===== src/rtl/opll_bus_pkg.sv =====
// rtl/opll_bus_pkg.sv - shared FSM states and default bus timing for the OPLL write sequencer
package opll_bus_pkg;

    typedef enum logic [2:0] {
        ST_IDLE,
        ST_ADDR_SETUP,
        ST_ADDR_STROBE,
        ST_ADDR_WAIT,
        ST_DATA_SETUP,
        ST_DATA_STROBE,
        ST_DATA_WAIT
    } opll_state_e;

    localparam int DEF_FIFO_DEPTH       = 4;
    localparam int DEF_STROBE_CYCLES    = 4;
    localparam int DEF_ADDR_WAIT_CYCLES = 12;
    localparam int DEF_DATA_WAIT_CYCLES = 84;

    function automatic int max3(input int a, input int b, input int c);
        int m;
        m = (a > b) ? a : b;
        return (m > c) ? m : c;
    endfunction

endpackage


===== src/rtl/opll_wr_fifo.sv =====
// rtl/opll_wr_fifo.sv - power-of-two FIFO holding queued {addr, data} register writes
module opll_wr_fifo #(
    parameter int DEPTH = 4,
    parameter int WIDTH = 16
) (
    input  logic                     clk,
    input  logic                     reset,
    input  logic                     push,
    input  logic [WIDTH-1:0]         wr_data,
    input  logic                     pop,
    output logic [WIDTH-1:0]         rd_data,
    output logic                     full,
    output logic                     empty,
    output logic [$clog2(DEPTH):0]   level
);

    localparam int AW    = $clog2(DEPTH);
    localparam int LVL_W = AW + 1;

    logic [WIDTH-1:0] mem_q [DEPTH];
    logic [AW-1:0]    wr_ptr_q, wr_ptr_d;
    logic [AW-1:0]    rd_ptr_q, rd_ptr_d;
    logic [LVL_W-1:0] level_q, level_d;
    logic             push_ok, pop_ok;

    assign full    = (level_q == LVL_W'(DEPTH));
    assign empty   = (level_q == '0);
    assign level   = level_q;
    assign rd_data = mem_q[rd_ptr_q];
    assign push_ok = push & ~full;
    assign pop_ok  = pop & ~empty;

    always_comb begin
        wr_ptr_d = wr_ptr_q;
        rd_ptr_d = rd_ptr_q;
        level_d  = level_q;
        if (push_ok) wr_ptr_d = wr_ptr_q + AW'(1);
        if (pop_ok)  rd_ptr_d = rd_ptr_q + AW'(1);
        case ({push_ok, pop_ok})
            2'b10:   level_d = level_q + LVL_W'(1);
            2'b01:   level_d = level_q - LVL_W'(1);
            default: level_d = level_q;
        endcase
    end

    always_ff @(posedge clk or posedge reset) begin
        if (reset) begin
            wr_ptr_q <= '0;
            rd_ptr_q <= '0;
            level_q  <= '0;
        end else begin
            wr_ptr_q <= wr_ptr_d;
            rd_ptr_q <= rd_ptr_d;
            level_q  <= level_d;
        end
    end

    // Storage needs no reset; level/pointers define what is valid.
    always_ff @(posedge clk) begin
        if (push_ok) mem_q[wr_ptr_q] <= wr_data;
    end

endmodule


===== src/rtl/opll_write_sequencer.sv =====
// rtl/opll_write_sequencer.sv - queues OPLL register writes and plays them out with address/data bus timing
module opll_write_sequencer
    import opll_bus_pkg::*;
#(
    parameter int FIFO_DEPTH       = DEF_FIFO_DEPTH,
    parameter int STROBE_CYCLES    = DEF_STROBE_CYCLES,
    parameter int ADDR_WAIT_CYCLES = DEF_ADDR_WAIT_CYCLES,
    parameter int DATA_WAIT_CYCLES = DEF_DATA_WAIT_CYCLES
) (
    input  logic                        clk,
    input  logic                        reset,
    input  logic                        in_valid,
    output logic                        in_ready,
    input  logic [7:0]                  in_addr,
    input  logic [7:0]                  in_data,
    output logic [7:0]                  bus_din,
    output logic                        bus_a0,
    output logic                        bus_cs,
    output logic                        bus_wr,
    output logic                        busy,
    output logic [$clog2(FIFO_DEPTH):0] fifo_level
);

    localparam int CNT_W = $clog2(max3(STROBE_CYCLES, ADDR_WAIT_CYCLES, DATA_WAIT_CYCLES) + 1);
    localparam logic [CNT_W-1:0] STROBE_LOAD = CNT_W'(STROBE_CYCLES - 1);
    localparam logic [CNT_W-1:0] AWAIT_LOAD  = CNT_W'(ADDR_WAIT_CYCLES - 1);
    localparam logic [CNT_W-1:0] DWAIT_LOAD  = CNT_W'(DATA_WAIT_CYCLES - 1);

    opll_state_e      state_q, state_d;
    logic [CNT_W-1:0] cnt_q, cnt_d;
    logic [15:0]      hold_q, hold_d;
    logic [7:0]       din_q, din_d;
    logic             a0_q, a0_d, cs_q, cs_d, wr_q, wr_d;
    logic             fifo_full, fifo_empty, fifo_push, fifo_pop;
    logic [15:0]      fifo_rdata;

    assign in_ready  = ~reset & ~fifo_full;
    assign fifo_push = in_valid & in_ready;
    assign busy      = (state_q != ST_IDLE);
    assign bus_din   = din_q;
    assign bus_a0    = a0_q;
    assign bus_cs    = cs_q;
    assign bus_wr    = wr_q;

    opll_wr_fifo #(
        .DEPTH (FIFO_DEPTH),
        .WIDTH (16)
    ) u_fifo (
        .clk     (clk),
        .reset   (reset),
        .push    (fifo_push),
        .wr_data ({in_addr, in_data}),
        .pop     (fifo_pop),
        .rd_data (fifo_rdata),
        .full    (fifo_full),
        .empty   (fifo_empty),
        .level   (fifo_level)
    );

    always_comb begin
        state_d  = state_q;
        cnt_d    = cnt_q;
        hold_d   = hold_q;
        fifo_pop = 1'b0;
        if (cnt_q != '0) begin
            cnt_d = cnt_q - CNT_W'(1);
        end else begin
            case (state_q)
                ST_IDLE: if (!fifo_empty) begin
                    fifo_pop = 1'b1;
                    hold_d   = fifo_rdata;
                    state_d  = ST_ADDR_SETUP;
                end
                ST_ADDR_SETUP:  begin state_d = ST_ADDR_STROBE; cnt_d = STROBE_LOAD; end
                ST_ADDR_STROBE: begin state_d = ST_ADDR_WAIT;   cnt_d = AWAIT_LOAD;  end
                ST_ADDR_WAIT:   begin state_d = ST_DATA_SETUP;  cnt_d = '0;          end
                ST_DATA_SETUP:  begin state_d = ST_DATA_STROBE; cnt_d = STROBE_LOAD; end
                ST_DATA_STROBE: begin state_d = ST_DATA_WAIT;   cnt_d = DWAIT_LOAD;  end
                default:        begin state_d = ST_IDLE;        cnt_d = '0;          end
            endcase
        end

        // Bus flops are decoded from the next state so they line up with state_q.
        din_d = din_q;
        a0_d  = a0_q;
        cs_d  = 1'b0;
        wr_d  = 1'b0;
        case (state_d)
            ST_ADDR_SETUP:  begin din_d = hold_d[15:8]; a0_d = 1'b0; cs_d = 1'b1; end
            ST_ADDR_STROBE: begin din_d = hold_d[15:8]; a0_d = 1'b0; cs_d = 1'b1; wr_d = 1'b1; end
            ST_DATA_SETUP:  begin din_d = hold_d[7:0];  a0_d = 1'b1; cs_d = 1'b1; end
            ST_DATA_STROBE: begin din_d = hold_d[7:0];  a0_d = 1'b1; cs_d = 1'b1; wr_d = 1'b1; end
            default: ;
        endcase
    end

    always_ff @(posedge clk or posedge reset) begin
        if (reset) begin
            state_q <= ST_IDLE;
            cnt_q   <= '0;
            hold_q  <= '0;
            din_q   <= '0;
            a0_q    <= 1'b0;
            cs_q    <= 1'b0;
            wr_q    <= 1'b0;
        end else begin
            state_q <= state_d;
            cnt_q   <= cnt_d;
            hold_q  <= hold_d;
            din_q   <= din_d;
            a0_q    <= a0_d;
            cs_q    <= cs_d;
            wr_q    <= wr_d;
        end
    end

endmodule


===== config.mk =====
export PLATFORM = sky130hd
export DESIGN_NAME = opll_write_sequencer
export DESIGN_NICKNAME = d
export VERILOG_FILES = /design/src/rtl/opll_bus_pkg.sv /design/src/rtl/opll_wr_fifo.sv /design/src/rtl/opll_write_sequencer.sv
export SDC_FILE = /design/constraint.sdc
export NUM_CORES = 1
export LEC_CHECK = 0
export CORE_ASPECT_RATIO = 1.2
export CORE_MARGIN = 2
export CORE_UTILIZATION = 62
export CTS_CLUSTER_DIAMETER = 100
export DETAILED_ROUTE_END_ITERATION = 8
export PLACE_DENSITY = 0.84
export SYNTH_ARGS = -nofsm -noshare
export SYNTH_HDL_FRONTEND = slang
export SYNTH_SLANG_ARGS = --single-unit

===== constraint.sdc =====
create_clock -name clk -period 7.35 [get_ports clk]
set_input_delay 1.47 -clock clk [delete_from_list [all_inputs] [get_ports clk]]
set_output_delay 1.47 -clock clk [all_outputs]
set_load 0.005 [all_outputs]

==> impl_results.md, run 1 <==
* Result of the run: finished clean
* Library cell with the largest summed area after synthesis: edfxtp_1
* Critical Path Most Common Cell: clkdlybuf4s50_1
* Pre-CTS WS at about 3 ns
* Mux cell area share after synthesis at ~17%
* RSZ-0062 raised after global routing: false
* CTS Root Buffer Type: clkbuf_8
* Die area at around 7900 um^2
* Post-route fraction of the period consumed by the critical path at 58.09%
* Initial antenna violation count at 0
* TritonCTS clock tree: built
* Nature of the critical path endpoint: primary output
* Kind of launch point of the worst setup path: input port
* Insertion delay of the later-clocked pin in the worst-skew pair at roughly 0.37 ns
* Global-route wire length before repair at between 10,000 and 15,000 um
* Static leakage power at 0.001922 uW
* Max Root-Sink Buffers at 2
* Count of filler cells inserted in the layout at 424
* Sinks on the clock net at around 110
* Highest clock frequency the design can meet at roughly 0.23 GHz
* Max-Cap Viols at 0
* Worst setup margin at a little over 3 ns
* I/O pin count at 35
* H-tree depth at 3
* Number of synthesis warnings at 0
* Vertical die dimension at just under 100 um
* Worst flop-to-flop path endpoint: bus_din[7]
* Die boundary width at between 80 and 90 um
* Hold Path Origin: hold_q[11]
* Number of buffers added to fix hold violations after cts at 0
* Post-Route Skew at ~0.011 ns
* Dominant synthesized flop cell: edfxtp_1
* Synth unique cells at between 40 and 50
* R2r worst-path depth at 6
* Post-CTS Repair Setup Buffers at 0
* Basic-gate share of the synthesized area counting and, or, nand and nor cells at around 5.0%
* Endpoint of the worst hold path: hold_q[11]
* Maximum number of pins on one net before global-route repair at 45
* Kind of critical path: in2out
* Dominant combinational cell family by area after synthesis: multiplexers
* Most frequent standard cell in the layout excluding fill and tap cells: edfxtp_1
* Biggest area contributors in the synthesized netlist: edfxtp_1 (43%), dfrtp_1 (25%), mux4_2 (8.1%)
* Slew of the pin with the lowest slew margin at 1.109 ns
* Via count of the first global-routing pass at about 2,400
* Total area of multi-input combinational cells at between 1000 and 1500 um^2
* Core Footprint at just under 7000 um^2
* GP Congestion at between 0.8 and 0.9
* Synthesized netlist net count at approximately 290
* Final setup violation count at 0
* Gates resized, CTS repair at 0
* Sequential cell area at about 3000 um^2
* Antenna viol nets, final at 0
* Total number of vias at approximately 2,200
* Area growth, synth to finish at 13.98%
* Tightest slew margin relative to the limit at a little over a quarter
* Net total in the final layout at approximately 330
* Cells traversed along the worst timing path: clkdlybuf4s50_1, a31oi_1, clkdlybuf4s50_1
* Clk pin slew, worst setup/hold paths at between 0.1 and 0.15 ns
* Remaining DRCs at 0
* Number of enable-type register cells in the synthesized netlist at between 60 and 70
* Slack of the worst reg-to-reg path at between 4 and 5 ns
* Total global routing overflow at 0
* Mean routed wirelength per cell at 17.93 um
* Worst hold margin at about 0.51 ns
* Detailed-route wire length at around 7000 um
* Top cell type's share of synthesized area at between 40% and 50%
* Count of input and output buffers at 34
* RR Startpoint: cnt_q[0]
* Worst hold path type: reg2reg
* Average size of a mapped cell at around 17 um^2
* Fraction of the yosys area taken by sequential cells at roughly two thirds
* Leading cell types in the layout, fill and taps excluded: edfxtp_1 (64), dfrtp_1 (44), clkdlybuf4s50_1 (34)
* Number of core rows at 33
* Clock period minus worst slack at 4.270 ns
* Required time at the endpoint of the critical path at just under 6 ns
* Adder-cell area share of the yosys netlist at under 10%
* Drt via density at 5.744
* Total track usage at 20.08%
* Synthesized flop and latch total at about 110
* Antenna cells at 0
* Max VDD drop at between 200 and 250 uV
* Data arrival time of the worst path at between 2 and 3 ns
* Proportion of layout cells with a drive suffix above 1 at between 10% and 20%
* Num CTS Buffers at 9
* Cell with the biggest individual delay on the critical path: clkdlybuf4s50_1
* Setup TNS after final layout at 0 ns
* Final-report hold violation count at 0
* Initial detailed-routing violation count at between 100 and 150
* 1st-pass router iterations at 4
* Slowest cell delay on critical path at between 0.5 and 0.6 ns
* Share of flip-flops with an asynchronous set or reset at between 40% and 50%
* Power per cell area at 366.5 nW/um^2
* Largest fanout on the critical path at 6
* Initial cell density of the core at between 60% and 70%
* Post-synthesis cell area at 4467 um^2
* Synthesized-area fraction occupied by ao, oa, aoi and oai cells at around 3.4%
* Depth of the worst hold-timing path at 1
* Xor/xnor share of the synthesized area at about 1.8%
* Count of final max-slew check failures at 0
* Number of cells produced by synthesis at 264
* HPWL reported at the end of detailed placement at 4712 um
metal layers:
metal,part of all wire [%],vias up,GRT usage (%),routed length (um)
met5,0,-,0,0
met4,1.6,0,7.692,111
met3,3.4,12,3.358,237
met2,52,42,33.29,3645
met1,43,1140,26.36,3017
li1,-,1052,-,-
flip-flops by register name, summed over array words and instances (netlist names), 2 cells and up:
register,count
state_q,3
hold_q,16
u_fifo.wr_ptr_q,2
bus_din,8
u_fifo.level,3
u_fifo.mem_q,64
cnt_q,7
u_fifo.rd_ptr_q,2
cell usage after synthesis, types with 3 or more instances:
library cell	number
ha_1	7
xor2_1	3
buf_2	3
o211ai_1	3
clkbuf_1	6
nor2_1	5
or3_1	3
mux2_2	9
mux4_2	16
o21ai_0	6
nand2_1	9
mux2_1	7
and3_1	4
edfxtp_1	64
mux2_4	3
nor3_1	3
inv_1	19
mux2i_1	17
dfrtp_1	44
a21oi_1	4
xnor2_1	6
report_power, final:
group,internal [uW],switching (uW),total [uW]
logic,314,237,552
clock network,167,206,373
registers,804,138,942
total,1280,581,1870
cell families after synthesis:
group,after synthesis
xor gates and xnor gates,9
adders and majority gates,8
muxes,52
DFF,108
buffers and inverters,30
AOI/OAI and AO/OA,22
and+or+nand+nor,35
worst max-delay path, delay by kind of cell:
kind / cells / cell delay, ns
AOI/OAI and AO/OA: 1 / 0.32
buffers and inverters: 2 / 1.01
layout make-up:
| class | instances | share of cell area, % |
|---|---|---|
| clock buffers | 9 | 2.433 |
| repair buffers | 35 | 6.832 |
| inverters | 19 | 1.401 |
| well taps | 87 | 2.138 |
| flip-flops and latches | 108 | 59.38 |
| clock inverters | 7 | 1.843 |
| multi-input cells | 126 | 25.98 |
worst max-delay path by stage:
stage,start,end,slack [ns],cells after the start
6_report,reset,in_ready,3.08,3
5_1_grt,reset,in_ready,2.98,3
4_1_cts,reset,in_ready,3.08,3
2_1_floorplan,reset,in_ready,4.14,1
3_5_place_dp,reset,in_ready,3.09,3
3_3_place_gp,reset,in_ready,3.11,3
metrics by stage:
step           util [%]  cells  power (uW)  cell area (um^2)
6_report          73.83    391        1866              5091
5_1_grt           73.83    391        1980              5091
4_1_cts           73.83    391        1882              5091
3_5_place_dp      70.68    375        1513              4873
3_3_place_gp      70.68    375        1482              4873
2_1_floorplan         -    264        1312              4467
No activity file was read; power rests on OpenSTA's default activity.
==> run 2, diff against run 1 <==
--- a/config.mk
+++ b/config.mk
@@ -7,10 +7,10 @@
 export LEC_CHECK = 0
 export CORE_ASPECT_RATIO = 1.2
 export CORE_MARGIN = 2
-export CORE_UTILIZATION = 62
+export CORE_UTILIZATION = 52
 export CTS_CLUSTER_DIAMETER = 100
 export DETAILED_ROUTE_END_ITERATION = 8
-export PLACE_DENSITY = 0.84
+export PLACE_DENSITY = 0.75
 export SYNTH_ARGS = -nofsm -noshare
 export SYNTH_HDL_FRONTEND = slang
 export SYNTH_SLANG_ARGS = --single-unit
==> constraint.sdc (replaced) <==
create_clock -name clk -period 3.4 [get_ports clk]
set_input_delay 0.68 -clock clk [delete_from_list [all_inputs] [get_ports clk]]
set_output_delay 0.68 -clock clk [all_outputs]
set_load 0.005 [all_outputs]
==> run 2 against run 1 <==
- via count increased by 1.4%
- clock-buffer cell count grew 1
- combinational power increased by 130%
- register-to-register slack worse by 3.7 ns
- non-clock buffer count up 8
- setup slack worse by 2.4 ns
- final area grew 1.1%
- sequential share of layout area down 0.65 points
- critical path type unchanged
==> impl_results.md, run 2 (same netlist as run 1, synthesis figures left out) <==
* Count of filler cells inserted in the layout at 630 (+49%)
* TritonCTS clock tree: built
* Placed cell area at 4971 um^2 (+2.0%)
* Initial detailed-routing violation count at 177 (+37%)
* Kind of launch point of the worst setup path: input port
* CTS Root Buffer Type: clkbuf_8
* Proportion of layout cells with a drive suffix above 1 at 19.23% (+1.5 points)
* Global-route wire length before repair at 12,300 um (+4.5%)
* Power per cell area at 769.6 nW/um^2 (+110%)
* Insertion delay of the later-clocked pin in the worst-skew pair at 0.35 ns (-0.02 ns)
* Slew of the pin with the lowest slew margin at 0.6555 ns (-0.4533 ns)
* 1st-pass router iterations at 4 (unchanged)
* Result of the run: finished clean
* I/O pin count at 35 (unchanged)
* H-tree depth at 3 (unchanged)
* Count of input and output buffers at 34 (unchanged)
* Die area at 9350 um^2 (+18%)
* RSZ-0062 raised after global routing: false
* Antenna viol nets, final at 0 (unchanged)
* Largest fanout on the critical path at 6 (unchanged)
* Sinks on the clock net at 108 (unchanged)
* Num CTS Buffers at 9 (unchanged)
* Vertical die dimension at 105.5 um (+8.8%)
* Initial cell density of the core at 52.72% (-12 points)
* Final setup violation count at 0 (unchanged)
* Total number of vias at 2,277 (+1.4%)
* Most frequent standard cell in the layout excluding fill and tap cells: edfxtp_1
* Placed Cells at 413 (+10%)
* Kind of critical path: in2out
* Max Root-Sink Buffers at 2 (unchanged)
* Flip-flop count of the largest register after layout at 64 (unchanged)
* Gates resized, CTS repair at 0 (unchanged)
* Post-CTS Repair Setup Buffers at 0 (unchanged)
* Static leakage power at 0.001942 uW (+1.0%)
* Initial antenna violation count at 0 (unchanged)
* Maximum number of pins on one net before global-route repair at 28 (-38%)
* Worst hold margin at 0.5062 ns (-0.0007250 ns)
* Via count of the first global-routing pass at 2,428 (+3.0%)
* Max VDD drop at 335.9 uV (+53%)
* Data arrival time of the worst path at 1.99 ns (-0.81 ns)
* Post-route fraction of the period consumed by the critical path at 78.53%
* Max-Cap Viols at 0 (unchanged)
* Total power at 3962 uW (+110%)
* Highest clock frequency the design can meet at 0.3745 GHz
* GP Congestion at 0.7746 (-8.4%)
* Number of standard cells in the layout, taps in and fillers out at 429 (+9.7%)
* Worst hold path type: reg2reg
* HPWL reported at the end of detailed placement at 4879 um (+3.5%)
* Register with the most flip-flops: u_fifo.mem_q
* Number of buffers added to fix hold violations after cts at 0 (unchanged)
* Detailed-route wire length at 7284 um (+3.9%)
* Required time at the endpoint of the critical path at 2.72 ns (-3.16 ns)
* R2r worst-path depth at 12 (+6)
* Total track usage at 17.76% (-2.3 points)
* Clock period minus worst slack at about 2.7 ns
* Final-report hold violation count at 0 (unchanged)
* Setup TNS after final layout at 0 ns (unchanged)
* Mean routed wirelength per cell at 16.98 um (-5.3%)
* Area growth, synth to finish at 15.24%
* Leading cell types in the layout, fill and taps excluded: edfxtp_1 (64), dfrtp_1 (44), clkdlybuf4s50_1 (34)
* Net total in the final layout at 334 (+2.5%)
* Total global routing overflow at 0 (unchanged)
* Nature of the critical path endpoint: primary output
* Summed area of non-filler cells in the final layout at 5147 um^2 (+1.1%)
* Die boundary width at 88.61 um (+8.7%)
* Post-Route Skew at 0.008963 ns (-0.002154 ns)
* Remaining DRCs at 0 (unchanged)
* Count of final max-slew check failures at 0 (unchanged)
* Core Footprint at 8472 um^2 (+23%)
* Depth of the worst hold-timing path at 1 (unchanged)
* Antenna cells at 0 (unchanged)
* Clk pin slew, worst setup/hold paths at 0.10 ns (about the same)
* Number of core rows at 37 (+12%)
* Drt via density at 5.308 (-7.6%)
* Tightest slew margin relative to the limit at 56.03% (+30 points)
==> run 2: final cells by class <==
| class | instances | area (um^2) | area share [%] |
|---|---|---|---|
| Sequential cell | 108 | 3023 | 58.73 |
| Multi-Input combinational cell | 126 | 1323 | 25.69 |
| Timing Repair Buffer | 43 | 407.9 | 7.924 |
| Tap cell | 117 | 146.4 | 2.844 |
| Clock buffer | 10 | 127.6 | 2.479 |
| Inverter | 19 | 71.32 | 1.386 |
| Clock inverter | 6 | 48.80 | 0.9480 |
==> run 2: critical path: stages <==
cell             delay (ns)
clkdlybuf4s50_1        0.42
a31oi_1                0.31
clkdlybuf4s50_1        0.58
==> run 2: path summary, 6_finish.rpt <==
path                       startpoint            endpoint  slack [ns]
setup / recovery                reset            in_ready        0.73
hold / removal             hold_q[14]          hold_q[14]        0.51
setup reg to reg             cnt_q[0]     u_fifo.level[2]        0.80
hold reg to reg            hold_q[14]          hold_q[14]        0.51
max in group asynchronous       reset           hold_q[2]        2.00
min in group asynchronous       reset  u_fifo.wr_ptr_q[0]        0.66
==> run 2: metrics by stage <==
stage	util (%)	setup WS [ns]
3_3_place_gp	58.68	0.7329
3_5_place_dp	58.68	0.7455
2_1_floorplan	-	0.9146
6_report	60.76	0.7298
5_1_grt	60.76	0.5819
4_1_cts	60.76	0.7387
==> run 2: report_power, final <==
part | total (uW) | leakage (uW) | internal (uW) | switching [uW]
clock network | 712 | 0.0000864 | 275 | 437
registers | 2000 | 0.00111 | 1740 | 266
logic | 1250 | 0.000749 | 706 | 541
total | 3960 | 0.00194 | 2720 | 1240
==> run 2: per-layer routing <==
layer / vias up / wire [um] / track usage (%)
li1: 1068 / - / -
met1: 1153 / 3004 / 22.20
met2: 45 / 3828 / 30.34
met3: 11 / 276 / 2.897
met4: 0 / 174 / 7.359
met5: - / 0 / 0
==> run 3, diff against run 2 <==
--- a/config.mk
+++ b/config.mk
@@ -7,10 +7,10 @@
 export LEC_CHECK = 0
 export CORE_ASPECT_RATIO = 1.2
 export CORE_MARGIN = 2
-export CORE_UTILIZATION = 52
+export CORE_UTILIZATION = 58
 export CTS_CLUSTER_DIAMETER = 100
 export DETAILED_ROUTE_END_ITERATION = 8
-export PLACE_DENSITY = 0.75
+export PLACE_DENSITY = 0.79
 export SYNTH_ARGS = -nofsm -noshare
 export SYNTH_HDL_FRONTEND = slang
 export SYNTH_SLANG_ARGS = --single-unit
==> constraint.sdc (replaced) <==
create_clock -name clk -period 2.47 [get_ports clk]
set_input_delay 0.494 -clock clk [delete_from_list [all_inputs] [get_ports clk]]
set_output_delay 0.494 -clock clk [all_outputs]
set_load 0.005 [all_outputs]
==> run 3 against run 2 <==
- register-to-register slack worse by 0.56 ns
- first-iteration DRC count shrank 21%
- non-clock buffer count is 9 higher
- clock skew rose by 0.0024 ns
- critical path depth unchanged
- total power rose by 41%
- final cell count fell by 3.7%
- largest power group unchanged
- highest routed layer unchanged
==> impl_results.md, run 3 (same netlist as run 1, synthesis figures left out) <==
* Power per cell area at 1069 nW/um^2 (+39%)
* Leading cell types in the layout, fill and taps excluded: edfxtp_1 (64), dfrtp_1 (44), clkdlybuf4s50_1 (34)
* Number of core rows at 35 (-5.4%)
* Antenna viol nets, final at 0 (unchanged)
* Initial antenna violation count at 0 (unchanged)
* Total power at 5568 uW (+41%)
* GP Congestion at 0.7826 (+1.0%)
* Max-Cap Viols at 0 (unchanged)
* Area growth, synth to finish at 16.67%
* Highest clock frequency the design can meet at 0.4355 GHz
* Total number of vias at 2,297 (+0.88%)
* Placed cell area at 5020 um^2 (+0.98%)
* Post-route fraction of the period consumed by the critical path at slightly above 90%
* I/O pin count at 35 (unchanged)
* Initial cell density of the core at 58.96% (+6.2 points)
* Slack of the worst reg-to-reg path at 0.24 ns (-0.56 ns)
* Slew of the pin with the lowest slew margin at 0.4151 ns (-0.2403 ns)
* Die boundary width at 84.11 um (-5.1%)
* Sequential share of power at 47.8% (-2.7 points)
* Final-report hold violation count at 0 (unchanged)
* Most frequent standard cell in the layout excluding fill and tap cells: edfxtp_1
* Drt via density at 5.562 (+4.8%)
* Die area at 8422 um^2 (-9.9%)
* Nature of the critical path endpoint: primary output
* Maximum number of pins on one net before global-route repair at 45 (+61%)
* Clock network fraction of design power at 18.4% (+0.4 points)
* Clk pin slew, worst setup/hold paths at 0.11 ns (about the same)
* Core Footprint at 7576 um^2 (-11%)
* H-tree depth at 3 (unchanged)
* Data arrival time of the worst path at 1.80 ns (-0.19 ns)
* RSZ-0062 raised after global routing: false
* Layer carrying the most global-route usage: met2
* Via count of the first global-routing pass at 2,292 (-5.6%)
* Internal power at 3823 uW (+41%)
* Max VDD drop at 561.0 uV (+67%)
* Required time at the endpoint of the critical path at 1.98 ns (-0.74 ns)
* Global-route wire length before repair at 11,480 um (-6.6%)
* Detailed-route wire length at 7217 um (-0.92%)
* Sequential cell area at 3023 um^2 (unchanged)
* Proportion of layout cells with a drive suffix above 1 at 22.12% (+2.9 points)
* Setup TNS after final layout at 0 ns (unchanged)
* Met1 track demand over resource in global routing at 22.46% (+0.25 points)
* Count of final max-slew check failures at 0 (unchanged)
* Register with the most flip-flops: u_fifo.mem_q
* Total track usage at 18.21% (+0.46 points)
* Initial detailed-routing violation count at 139 (-21%)
* Insertion delay of the later-clocked pin in the worst-skew pair at 0.36 ns (about the same)
* Antenna cells at 0 (unchanged)
* Net total in the final layout at 343 (+2.7%)
* Sinks on the clock net at 108 (unchanged)
* Post-Route Skew at 0.01138 ns (+0.002416 ns)
* Vertical die dimension at 100.1 um (-5.1%)
* GR met3 Demand/Resource at 3.783% (+0.89 points)
* Final setup violation count at 0 (unchanged)
* Met2 GRT Util at 32.17% (+1.8 points)
* Static leakage power at 0.001987 uW (+2.3%)
* Total global routing overflow at 0 (unchanged)
* Remaining DRCs at 0 (unchanged)
* Clock period minus worst slack at approximately 2.3 ns
* Count of filler cells inserted in the layout at 508 (-19%)
* Kind of critical path: in2out
* CTS Root Buffer Type: clkbuf_8
* Worst hold path type: in2async
* TritonCTS clock tree: built
* Result of the run: finished clean
* HPWL reported at the end of detailed placement at 4820 um (-1.2%)
* Switch share at 31.34% (-0.051 points)
* Kind of launch point of the worst setup path: input port
* Switching power at 1745 uW (+40%)
* Max Root-Sink Buffers at 2 (unchanged)
* Flip-flop count of the largest register after layout at 64 (unchanged)
* Total area of multi-input combinational cells at 1323 um^2 (unchanged)
* 1st-pass router iterations at 4 (unchanged)
* Summed area of non-filler cells in the final layout at 5211 um^2 (+1.2%)
* Worst hold margin at 0.4856 ns (-0.02056 ns)
* Critical path startpoint: reset
* Portion of total power attributed to combinational logic at 33.8% (+2.3 points)
* Tightest slew margin relative to the limit at 72.11% (+16 points)
* Largest fanout on the critical path at 6 (unchanged)
* Mean routed wirelength per cell at 17.47 um (+2.9%)
* Num CTS Buffers at 9 (unchanged)
* Count of input and output buffers at 34 (unchanged)
* RR Startpoint: cnt_q[0]
==> run 3: cell types whose count changed in the layout (fill, tap and decap cells not counted), sizes merged <==
cell	delta
clkbuf	-1
buf	+9
inv	+1
==> run 3: repair_timing <==
action                                  in CTS  in global routing
endpoints found under the hold margin        0                  0
hold buffers                                 0                  0
resized for setup                            0                  1
endpoints found under the setup margin       0                  1
buffers inserted                             0                  0
==> run 3: metrics by stage <==
step	std cells	worst slack (ns)	utilization (%)
2_1_floorplan	264	0.01133	-
5_1_grt	413	0.01985	68.79
3_5_place_dp	397	0.05764	66.26
3_3_place_gp	397	0.1089	66.26
6_report	413	0.1740	68.79
4_1_cts	413	0.1689	68.79
==> run 3: power groups by stage <==
stage          sequential, uW  combinational (uW)  clock (uW)
2_1_floorplan            2630                1270           0
3_3_place_gp             2680                1870           0
3_5_place_dp             2710                1920           0
4_1_cts                  2670                1920        1040
5_1_grt                  2720                2090        1120
6_report                 2660                1880        1020
==> run 3: area by class of cell <==
| cell class | count | share of cell area (%) |
|---|---|---|
| clock inverters | 7 | 1.297 |
| clock buffers | 9 | 2.377 |
| multi-input cells | 126 | 25.38 |
| well taps | 92 | 2.209 |
| inverters | 19 | 1.369 |
| repair buffers | 52 | 9.364 |
| flip-flops and latches | 108 | 58.01 |
==> run 3: path summary, 6_finish.rpt <==
path | cells past startpoint | to
max | 3 | in_ready
min | 3 | u_fifo.wr_ptr_q[1]
max reg2reg | 11 | u_fifo.level[2]
min reg2reg | 1 | hold_q[14]
max in group asynchronous | 3 | hold_q[3]
min in group clk | 1 | hold_q[14]
==> run 3: metal layers <==
| layer | part of all wire (%) | up-vias | wire (um) |
|---|---|---|---|
| met5 | 0 | - | 0 |
| met4 | 1.2 | 0 | 85 |
| met3 | 3.3 | 7 | 239 |
| met2 | 53 | 41 | 3846 |
| met1 | 42 | 1155 | 3046 |
| li1 | - | 1094 | - |
==> run 3: worst max-delay path: stages <==
cell and delay, ns:
clkdlybuf4s50_1 0.42, a31oi_1 0.32, clkdlybuf4s50_1 0.57
